**src/rtl/bit_serializer_if.sv**
```systemverilog
// Handshake and serial-output bundle for bit_serializer.
// The producer or bench holds the master side; the serializer holds the slave side.
interface bit_serializer_if #(
    parameter int W = 8
);
    logic [W-1:0] in_data;
    logic         in_valid;
    logic         in_ready;
    logic         x;
    logic         x_valid;
    logic         x_last;
    logic         busy;

    modport master (
        output in_data, in_valid,
        input  in_ready, x, x_valid, x_last, busy
    );

    modport slave (
        input  in_data, in_valid,
        output in_ready, x, x_valid, x_last, busy
    );
endinterface

```
**src/rtl/bit_serializer.sv**
```systemverilog
// Parallel-to-serial front end: W-bit words in over valid/ready, one bit per clock out on x.
// Define BIT_SERIALIZER_PARITY_EN to append an even-parity bit after each word.
module bit_serializer #(
    parameter int   W         = 8,
    parameter bit   MSB_FIRST = 1'b0,
    parameter logic IDLE_BIT  = 1'b0
) (
    input logic             clk,
    input logic             rst,
    bit_serializer_if.slave bus
);
    localparam int CW = $clog2(W);

`ifdef BIT_SERIALIZER_PARITY_EN
    typedef enum logic [1:0] {IDLE = 2'd0, SHIFT = 2'd1, PAR = 2'd2} state_t;
`else
    typedef enum logic [1:0] {IDLE = 2'd0, SHIFT = 2'd1} state_t;
`endif

    state_t          state_q, state_d;
    logic [W-1:0]    sreg_q, sreg_d;
    logic [CW-1:0]   cnt_q, cnt_d;
`ifdef BIT_SERIALIZER_PARITY_EN
    logic            par_q, par_d;
`endif

    logic            cnt_end;
    logic            last_bit;
    logic            ready;
    logic            hs;
    logic            x_bit;

    // Everything driven outward depends only on registered state.
    always_comb begin
        cnt_end = (cnt_q == CW'(W - 1));
`ifdef BIT_SERIALIZER_PARITY_EN
        last_bit = (state_q == PAR);
`else
        last_bit = (state_q == SHIFT) && cnt_end;
`endif
        ready = (state_q == IDLE) || last_bit;
        x_bit = IDLE_BIT;
        case (state_q)
            SHIFT:   x_bit = MSB_FIRST ? sreg_q[W-1] : sreg_q[0];
`ifdef BIT_SERIALIZER_PARITY_EN
            PAR:     x_bit = par_q;
`endif
            default: x_bit = IDLE_BIT;
        endcase
    end

    assign hs           = bus.in_valid & ready;
    assign bus.in_ready = ready;
    assign bus.x        = x_bit;
    assign bus.x_valid  = (state_q != IDLE);
    assign bus.busy     = (state_q != IDLE);
    assign bus.x_last   = last_bit;

    always_comb begin
        state_d = state_q;
        sreg_d  = sreg_q;
        cnt_d   = cnt_q;
`ifdef BIT_SERIALIZER_PARITY_EN
        par_d   = par_q;
`endif
        case (state_q)
            IDLE: begin
                if (hs) begin
                    state_d = SHIFT;
                    sreg_d  = bus.in_data;
                    cnt_d   = '0;
`ifdef BIT_SERIALIZER_PARITY_EN
                    par_d   = ^bus.in_data;
`endif
                end
            end
            SHIFT: begin
                sreg_d = MSB_FIRST ? {sreg_q[W-2:0], 1'b0} : {1'b0, sreg_q[W-1:1]};
                cnt_d  = cnt_q + 1'b1;
                if (cnt_end) begin
`ifdef BIT_SERIALIZER_PARITY_EN
                    state_d = PAR;
`else
                    // A handshake on the last bit reloads so words stream gap-free.
                    if (hs) begin
                        state_d = SHIFT;
                        sreg_d  = bus.in_data;
                        cnt_d   = '0;
                    end else begin
                        state_d = IDLE;
                    end
`endif
                end
            end
`ifdef BIT_SERIALIZER_PARITY_EN
            PAR: begin
                if (hs) begin
                    state_d = SHIFT;
                    sreg_d  = bus.in_data;
                    cnt_d   = '0;
                    par_d   = ^bus.in_data;
                end else begin
                    state_d = IDLE;
                end
            end
`endif
            default: state_d = IDLE;
        endcase
    end

    always_ff @(posedge clk or posedge rst) begin
        if (rst) begin
            state_q <= IDLE;
            sreg_q  <= '0;
            cnt_q   <= '0;
`ifdef BIT_SERIALIZER_PARITY_EN
            par_q   <= 1'b0;
`endif
        end else begin
            state_q <= state_d;
            sreg_q  <= sreg_d;
            cnt_q   <= cnt_d;
`ifdef BIT_SERIALIZER_PARITY_EN
            par_q   <= par_d;
`endif
        end
    end
endmodule

```
**src/flat_wrapper.sv**
```systemverilog
// flat-port wrapper written by rule: the top's interface ports become plain ports
module bit_serializer_flat 
#(
    parameter int   W         = 8,
    parameter bit   MSB_FIRST = 1'b0,
    parameter logic IDLE_BIT  = 1'b0
)
  (clk, rst, bus_in_data, bus_in_valid, bus_in_ready, bus_x, bus_x_valid, bus_x_last, bus_busy);
  bit_serializer_if #(.W(W)) bus_i ();
  input logic clk;
  input logic rst;
  input wire logic [$bits(bus_i.in_data)-1:0] bus_in_data;
  input wire logic [$bits(bus_i.in_valid)-1:0] bus_in_valid;
  output wire logic [$bits(bus_i.in_ready)-1:0] bus_in_ready;
  output wire logic [$bits(bus_i.x)-1:0] bus_x;
  output wire logic [$bits(bus_i.x_valid)-1:0] bus_x_valid;
  output wire logic [$bits(bus_i.x_last)-1:0] bus_x_last;
  output wire logic [$bits(bus_i.busy)-1:0] bus_busy;
  assign bus_i.in_data = bus_in_data;
  assign bus_i.in_valid = bus_in_valid;
  assign bus_in_ready = bus_i.in_ready;
  assign bus_x = bus_i.x;
  assign bus_x_valid = bus_i.x_valid;
  assign bus_x_last = bus_i.x_last;
  assign bus_busy = bus_i.busy;
  bit_serializer #(.W(W), .MSB_FIRST(MSB_FIRST), .IDLE_BIT(IDLE_BIT)) u_core (.clk(clk), .rst(rst), .bus(bus_i));
endmodule
```
**config.mk**
```make
export PLATFORM = sky130hd
export DESIGN_NAME = bit_serializer_flat
export DESIGN_NICKNAME = d
export VERILOG_FILES = /design/src/rtl/bit_serializer_if.sv /design/src/rtl/bit_serializer.sv /design/src/flat_wrapper.sv
export SDC_FILE = /design/constraint.sdc
export NUM_CORES = 1
export LEC_CHECK = 0
export CAP_MARGIN = 20
export CORE_UTILIZATION = 38
export CTS_CLUSTER_DIAMETER = 100
export DETAILED_ROUTE_END_ITERATION = 6
export PLACE_DENSITY = 0.71
export SYNTH_ARGS = -nofsm -noshare
export SYNTH_HDL_FRONTEND = slang
export SYNTH_SLANG_ARGS = --single-unit
```
**constraint.sdc**
```tcl
create_clock -name clk -period 1.31 [get_ports clk]
set_input_delay 0.262 -clock clk [delete_from_list [all_inputs] [get_ports clk]]
set_output_delay 0.262 -clock clk [all_outputs]
set_load 0.01 [all_outputs]
```
# == Word-level counts from Yosys, hierarchy flattened ==
# Index checks and enable logic that the tools add are counted.
# word_totals
ff_bits,13
inputBits,11
out_inout_bits,5
word_cells,29
# classes
add_sub_neg,1
eq_ne,4
n_mux,13
bitwise,1
reduce_logical,7
# ops
op,count
two-way mux 8 bit,3
one-hot mux 8 bit (2 select lines),1
two-way mux 3 bit,3
one-hot mux 3 bit (2 select lines),1
two-way mux 2 bit,2
inequality test 2 x 1 -> 1 bit (second input constant),2
one-hot mux 2 bit (2 select lines),1
AND reduction 2 bit,2
nonzero test 2 bit,2
adder 3 x 1 -> 3 bit (second input constant),1
equality test 3 bit (second input constant),1
equality test 2 x 1 -> 1 bit (second input constant),1
logical NOT 2 bit,1
two-way mux 1 bit,2
bitwise AND 1 bit,1
logical AND 1 bit,1
logical OR 1 bit,1

# == Depth between registers and ports, before layout ==
# Gate-level depths: netlist of the first run.
# depth
depth_word,7
depth_mapped,6
depth_no_buf,5

# == Worst setup path before layout of the first run ==
# Ideal clock, no wire load.
# synth_path
path_kind,register to register
start,register u_core.cnt_q[0]
end,register u_core.sreg_q[0]
setup_ns,0.125
arrival_ns,1.202
required_ns,1.185
slack_ns,-0.017
stages_incl_launch_ff,7
path_buffers,1
period_less_slack_ns,1.327
path_cell_list,dfrtp_1 > ha_1 > ha_1 > buf_2 > and3_1 > a31oi_1 > o21ai_1
# synth_between
elab_chain_len,7
elab_cells_between_ends,9
cone_classes,eq/ne: 2; mux: 3; bitwise: 1; reduce/logical: 3
# synth_lines
element,line_no,text
from (decl),bit_serializer.sv:22,"logic [CW-1:0] cnt_q, cnt_d;"
from (signal assigned),bit_serializer.sv:122,cnt_q <= cnt_d;
equality test 3 bit (*),bit_serializer.sv:35,cnt_end = (cnt_q == CW'(W - 1));
logical AND 1 bit,bit_serializer.sv:39,last_bit = (state_q == SHIFT) && cnt_end;
logical OR 1 bit,bit_serializer.sv:41,ready = (state_q == IDLE) || last_bit;
bitwise AND 1 bit,bit_serializer.sv:52,assign hs = bus.in_valid & ready;
two-way mux 8 bit,bit_serializer.sv:85,if (hs) begin
two-way mux 8 bit,bit_serializer.sv:80,if (cnt_end) begin
one-hot mux 8 bit (2 select lines),bit_serializer.sv:66,case (state_q)
to (signal assigned),bit_serializer.sv:121,sreg_q <= sreg_d;
to (decl),bit_serializer.sv:21,"logic [W-1:0] sreg_q, sreg_d;"
# Mark *: on every way between the ends. The rest lies on a longest branch, timed or not.
# A chain may end at the register's enable or synchronous reset.

# == Worst setup path after layout of the first run ==
# layout_path
start,register u_core.cnt_q[0]
end,output bus_in_ready
# layout_between
elab_chain_len,3
# layout_lines
element,line_no,text
equality test 3 bit,bit_serializer.sv:35,
logical AND 1 bit,bit_serializer.sv:39,
logical OR 1 bit,bit_serializer.sv:41,
to (decl),flat_wrapper.sv:14,output wire logic [$bits(bus_i.in_ready)-1:0] bus_in_ready;
# Every way passes these cells.

==> impl_metrics.csv, run 1 <==
group,metric,value,unit
synthesis,synth_top_family_by_area,"simple AND/OR/NAND/NOR gates",
timing,final_max_slew_viol_count,0,
pwr,total_power,1.809,mW
critical_path,end_kind,"primary output",
global_routing,grt_pass1_wl,2470,um
synthesis,synthDistinctLibCells,16,
critical_path,slowest_stage,"dfrtp_1",
synthesis,netlist_instances,66,
floorplanning,die_y,43.89,um
critical_path,worst_path_dominant_cell_family,"flip-flops",
cells_and_area,nNetsFinal,104,
placement,port-buffer-count,15,
detailed_routing,via_count,564,
synthesis,syn_area_per_cell,10.10,sq um
synthesis,yosysSeqAreaShare,0.4503,
critical_path,path_cells,"ha_2 > ha_4 > nand2b_4 > buf_6",
detailed_routing,ant_nets,0,
critical_path,r2r.worst_path.cells,7,
status,violations,"negative setup slack",
critical_path,start_kind,"flop",
clock_tree,cts_buffer_depth,2,
cells_and_area,num_antenna_cells,0,
placement,dpl-instance-area,852.1,sq um
timing,fmax,654.4,MHz
cells_and_area,final_area,1013,sq um
critical_path,critPathMaxFanout,3,
detailed_routing,routed_wl,1433,um
synthesis,yosys.area_share.simple,0.1707,
floorplanning,start_util,0.4230,
global_routing,grt_pass1_vias,552,
critical_path,reg2reg_from,"u_core.cnt_q[0]",
floorplanning,die-area,1926,sq um
timing,hold_viol,0,
clock_tree,clock_latency,0.26,ns
detailed_routing,drt_drc_violations_left,0,
clock_tree,clk_pin_slew,0.08,ns
timing,clock_skew,0.005622,ns
critical_path,cp.required,1.05,ns
detailed_routing,wire_per_inst,13.52,um
clock_tree,cts-root-buf,"clkbuf_4",
pwr,power.density,1785,nW/um^2
synthesis,synth_seq_cells,12,
critical_path,rr_endpoint,"u_core.sreg_q[1]",
floorplanning,rows,14,
run,drv_cap,0,
hold_path,hold_class,"primary input to asynchronous set/reset pin",
critical_path,critPathArrivalTime,1.27,ns
clock_tree,clock-sinks,12,
pwr,vdd_drop_max,967.0,uV
clock_tree,cts_buffers,3,
timing,relSlewSlack,0.7021,
cells_and_area,drive_gt1_frac,0.3444,
detailed_routing,firstDrtPassIters,6,
global_routing,grt_util_all_layers,0.1723,
synthesis,synthMuxAreaShare,0.1201,
timing,rsz0062_at_grt,"true",
clock_tree,cts_tree,"yes",
timing,post-route-period-util,1.167,
clock_tree,ctsHtreeMaxLevel,1,
global_routing,grt_antenna_before_repair,0,
detailed_routing,avgViaCountPerCell,5.321,
timing,worst_slack,-0.2181,ns
synthesis,yosys.area_share.adder,0.03752,
critical_path,crit_start,"u_core.cnt_q[0]",
critical_path,critPathBufInv,1,
critical_path,crit_type,"flop to primary output",
pwr,cellLeakagePower,0.4525,nW
placement,gp_congestion,0.7448,
synthesis,synth_compound_area_frac,0.1482,
global_routing,grt_max_degree,21,
placement,hpwl,913.3,um
global_routing,overflow,0,
timing,worst_slew_pin_slew,0.4463,ns
clock_tree,ctsHoldBuffers,0,
synthesis,syn-num-nets,79,
cells_and_area,area_growth,51.97,%
timing,period_minus_slack,1.528,ns
floorplanning,core-area,1577,sq um
floorplanning,io_pins,16,
timing,setup-violations-final,11,
critical_path,rrSetupSlack,-0.18,ns
status,status,"finished with violations",
floorplanning,die_w,43.89,um
synthesis,synth-xor-area-share,0,
detailed_routing,drt_iter0_markers,3,
synthesis,synth_area,666.9,sq um
synthesis,ys_warn_count,0,
critical_path,max_stage_delay,0.39,ns
==> cell usage after synthesis <==
cell type,n,area (sq um)
nand2_1,2,7.510
nand3b_1,1,7.510
a31oi_1,7,43.79
nand2_2,1,6.260
inv_1,1,3.750
nand2b_1,5,31.28
and2_1,2,12.51
mux2i_1,8,80.08
buf_2,3,15.01
nand3_1,1,5.000
buf_6,2,22.52
buf_4,1,7.510
ha_1,2,25.02
and3_1,7,43.79
dfrtp_1,12,300.3
o21ai_1,11,55.05
==> worst reg2reg max path: stages, from the launching register on <==
cell,delay (ns)
dfrtp_1,0.39
ha_2,0.20
ha_4,0.16
buf_4,0.14
buf_6,0.12
and3_4,0.15
a31oi_4,0.13
o21ai_1,0.09
==> worst max path at each step <==
stage	to	slack [ns]	cells past startpoint
finish	bus_in_ready	-0.22	4
global route	bus_in_ready	-0.27	4
CTS	bus_in_ready	-0.23	4
detailed placement	bus_in_ready	-0.32	4
global placement	bus_in_ready	-0.31	4
floorplan	u_core.sreg_q[0]	0.02	6
==> logic make-up after synthesis <==
kind of cell / count (synthesis)
AND/OR/NAND/NOR: 19
AO/OA/AOI/OAI: 18
flip-flops: 12
multiplexers: 8
buffers and inverters: 7
adder cells (fa/ha/maj): 2
==> layout make-up <==
| cell class | count | area, sq um |
|---|---|---|
| fill | 122 | 563.0 |
| multi-input combinational | 47 | 405.4 |
| sequential | 12 | 300.3 |
| timing repair buffer | 26 | 247.7 |
| clock buffer | 4 | 36.28 |
| tap | 16 | 20.02 |
| inverter | 1 | 3.754 |
==> routing by layer <==
metal,up-vias,track usage,share of wire
li1,287,-,-
met1,263,0.2342,0.49
met2,12,0.2836,0.47
met3,2,0.01250,0.027
met4,0,0.07273,0.013
met5,-,0,0
==> through the flow <==
step	TNS (ns)	utilization	setup WS, ns	hold slack [ns]	std cells
finish	-1.622	0.6429	-0.2181	0.2987	106
global route	-2.358	0.6429	-0.2677	0.3542	106
CTS	-1.734	0.6262	-0.2328	0.3059	105
detailed placement	-1.854	0.5405	-0.3243	0.5015	97
global placement	-1.707	0.5405	-0.3121	0.4949	97
floorplan	0	-	0.01896	0.1267	66
==> power breakdown <==
part	switching [mW]	internal, mW
clock network	0.120	0.168
logic	0.396	0.514
registers	0.0930	0.518
total	0.608	1.20
==> state kept, by name (all words and copies together), names as in the netlist <==
signal and cells:
u_core.sreg_q 8, u_core.cnt_q 3, u_core.state_q 1
==> timing repair <==
item / CTS / global route
cloned: 1 / 0
pin swaps: 4 / 2
resized for setup: 31 / 2
endpoints found under the setup margin: 13 / 11
setup buffers: 3 / 1
==> layout by cell type, fill, tap and decap left out, drive strengths merged <==
cell / count
buf: 14
dfrtp: 12
o21ai: 11
clkdlybuf4s50: 10
mux2i: 8
a31oi: 7
and3: 7
nand2b: 5
clkbuf: 4
nand2: 3
dlygate4sd2: 2
and2: 2
ha: 2
nand3b: 1
inv: 1
nand3: 1
(Power assumes the default switching activity.)
==> run 2: changes to the inputs <==
--- a/config.mk
+++ b/config.mk
@@ -9,7 +9,8 @@
 export CORE_UTILIZATION = 38
 export CTS_CLUSTER_DIAMETER = 100
 export DETAILED_ROUTE_END_ITERATION = 6
-export PLACE_DENSITY = 0.71
+export PLACE_DENSITY = 0.69
+export REMOVE_ABC_BUFFERS = 1
 export SYNTH_ARGS = -nofsm -noshare
 export SYNTH_HDL_FRONTEND = slang
 export SYNTH_SLANG_ARGS = --single-unit
==> impl_metrics.csv, run 2 (same netlist as run 1, synthesis figures left out) <==
group,metric,value,unit
timing,clock_skew,0.005843,ns
detailed_routing,ant_nets,0,
clock_tree,ctsHoldBuffers,0,
critical_path,path_cells,"ha_2 > ha_4 > nand2b_4 > buf_6",
clock_tree,cts_buffer_depth,2,
cells_and_area,fin_cells,105,
timing,final_max_slew_viol_count,0,
global_routing,grt_max_degree,15,
cells_and_area,area_growth,42.59,%
cells_and_area,num_antenna_cells,0,
clock_tree,cts_buffers,3,
floorplanning,rows,14,
critical_path,slowest_stage,"dfrtp_1",
clock_tree,ctsHtreeMaxLevel,1,
detailed_routing,routed_wl,1492,um
critical_path,critPathArrivalTime,1.27,ns
critical_path,rr_endpoint,"u_core.sreg_q[1]",
critical_path,cp.required,1.05,ns
clock_tree,cts-root-buf,"clkbuf_4",
clock_tree,clock_latency,0.28,ns
pwr,total_power,1.764,mW
detailed_routing,drt_iter0_markers,17,
clock_tree,clock-sinks,12,
floorplanning,start_util,0.4230,
critical_path,crit_type,"flop to primary output",
critical_path,end_kind,"primary output",
placement,gp_congestion,0.7536,
hold_path,hold_class,"primary input to asynchronous set/reset pin",
timing,post-route-period-util,1.171,
pwr,cellLeakagePower,0.4476,nW
placement,place_ws,-0.3735,ns
timing,fmax,652.0,MHz
cells_and_area,final_cell_mix,"o21ai_1, dfrtp_1, clkdlybuf4s50_1, buf_4, mux2i_1",
cells_and_area,top_register,"u_core.sreg_q",
timing,period_minus_slack,1.534,ns
critical_path,r2r.worst_path.cells,6,
floorplanning,die_y,43.89,um
status,status,"finished with violations",
global_routing,grt_pass1_wl,2484,um
critical_path,crit_start,"u_core.cnt_q[0]",
pwr,power.density,1855,nW/um^2
placement,port-buffer-count,15,
critical_path,critical_path_depth,4,
global_routing,grt_antenna_before_repair,0,
critical_path,cp-endpoint,"bus_in_ready",
timing,relSlewSlack,0.6735,
pwr,vdd_drop_max,1054,uV
critical_path,max_stage_delay,0.38,ns
timing,hold_viol,0,
cells_and_area,largest_register_ffs,8,
floorplanning,core-area,1577,sq um
cells_and_area,nNetsFinal,103,
critical_path,critPathBufInv,1,
floorplanning,io_pins,16,
floorplanning,die-area,1926,sq um
status,violations,"negative setup slack",
critical_path,worst_path_dominant_cell_family,"flip-flops",
cells_and_area,reg_top3,"u_core.sreg_q (8), u_core.cnt_q (3), u_core.state_q (1)",
global_routing,grt_util_all_layers,0.1850,
global_routing,grt_pass1_vias,539,
critical_path,rrSetupSlack,-0.09,ns
cells_and_area,drive_gt1_frac,0.2697,
detailed_routing,wire_per_inst,14.21,um
timing,worst_slack,-0.2237,ns
global_routing,overflow,0,
detailed_routing,via_count,556,
placement,hpwl,1030,um
detailed_routing,firstDrtPassIters,6,
critical_path,start_kind,"flop",
clock_tree,cts_tree,"yes",
critical_path,critPathMaxFanout,3,
detailed_routing,avgViaCountPerCell,5.295,
floorplanning,die_w,43.89,um
placement,dpl.cell_count,98,
critical_path,reg2reg_from,"u_core.cnt_q[0]",
timing,setup-violations-final,10,
timing,rsz0062_at_grt,"true",
detailed_routing,drt_drc_violations_left,0,
clock_tree,clk_pin_slew,0.08,ns
run,drv_cap,0,
timing,worst_slew_pin_slew,0.4892,ns
## run 2: worst min path at each step
| stage | endpoint | slack [ns] | depth (start not counted) |
|---|---|---|---|
| floorplan | u_core.cnt_q[0] | 0.13 | 1 |
| global placement | u_core.sreg_q[4] | 0.50 | 2 |
| detailed placement | u_core.sreg_q[0] | 0.50 | 2 |
| CTS | u_core.sreg_q[0] | 0.31 | 2 |
| global route | u_core.sreg_q[0] | 0.35 | 2 |
| finish | u_core.sreg_q[0] | 0.30 | 2 |
## run 2: what timing repair did
item	4_1_cts	5_1_grt
setup buffers	3	0
gates resized for setup	24	3
pin swaps	2	1
endpoints found under the setup margin	13	11
## run 2: area by class of cell
class,count,area (sq um)
inverter,1,3.754
multi-input combinational,47,359.1
sequential,12,301.5
fill,140,625.6
timing repair buffer,25,230.2
tap,16,20.02
clock buffer,4,36.28
## run 2: stage by stage
stage                 util  cell area, sq um  hold WS, ns  TNS (ns)
global placement    0.5357             844.6       0.4956    -1.383
floorplan                -             621.8       0.1267         0
detailed placement  0.5357             844.6       0.5050    -1.651
CTS                 0.5921             933.4       0.3061   -0.9698
global route        0.6032             950.9       0.3478    -1.757
finish              0.6032             950.9       0.2972   -0.9895
## run 2: report_power, final
group / total [mW] / switching (mW) / internal (mW)
Clock: 0.298 / 0.129 / 0.169
Combinational: 0.849 / 0.374 / 0.475
Sequential: 0.616 / 0.0967 / 0.520
Total: 1.76 / 0.600 / 1.16
## run 2: per-layer routing
metal	wire length (um)	share of wire	GRT usage
met1	674	0.45	0.2199
met2	712	0.48	0.3134
met3	104	0.070	0.07917
met4	0	0	0.03636
met5	0	0	0
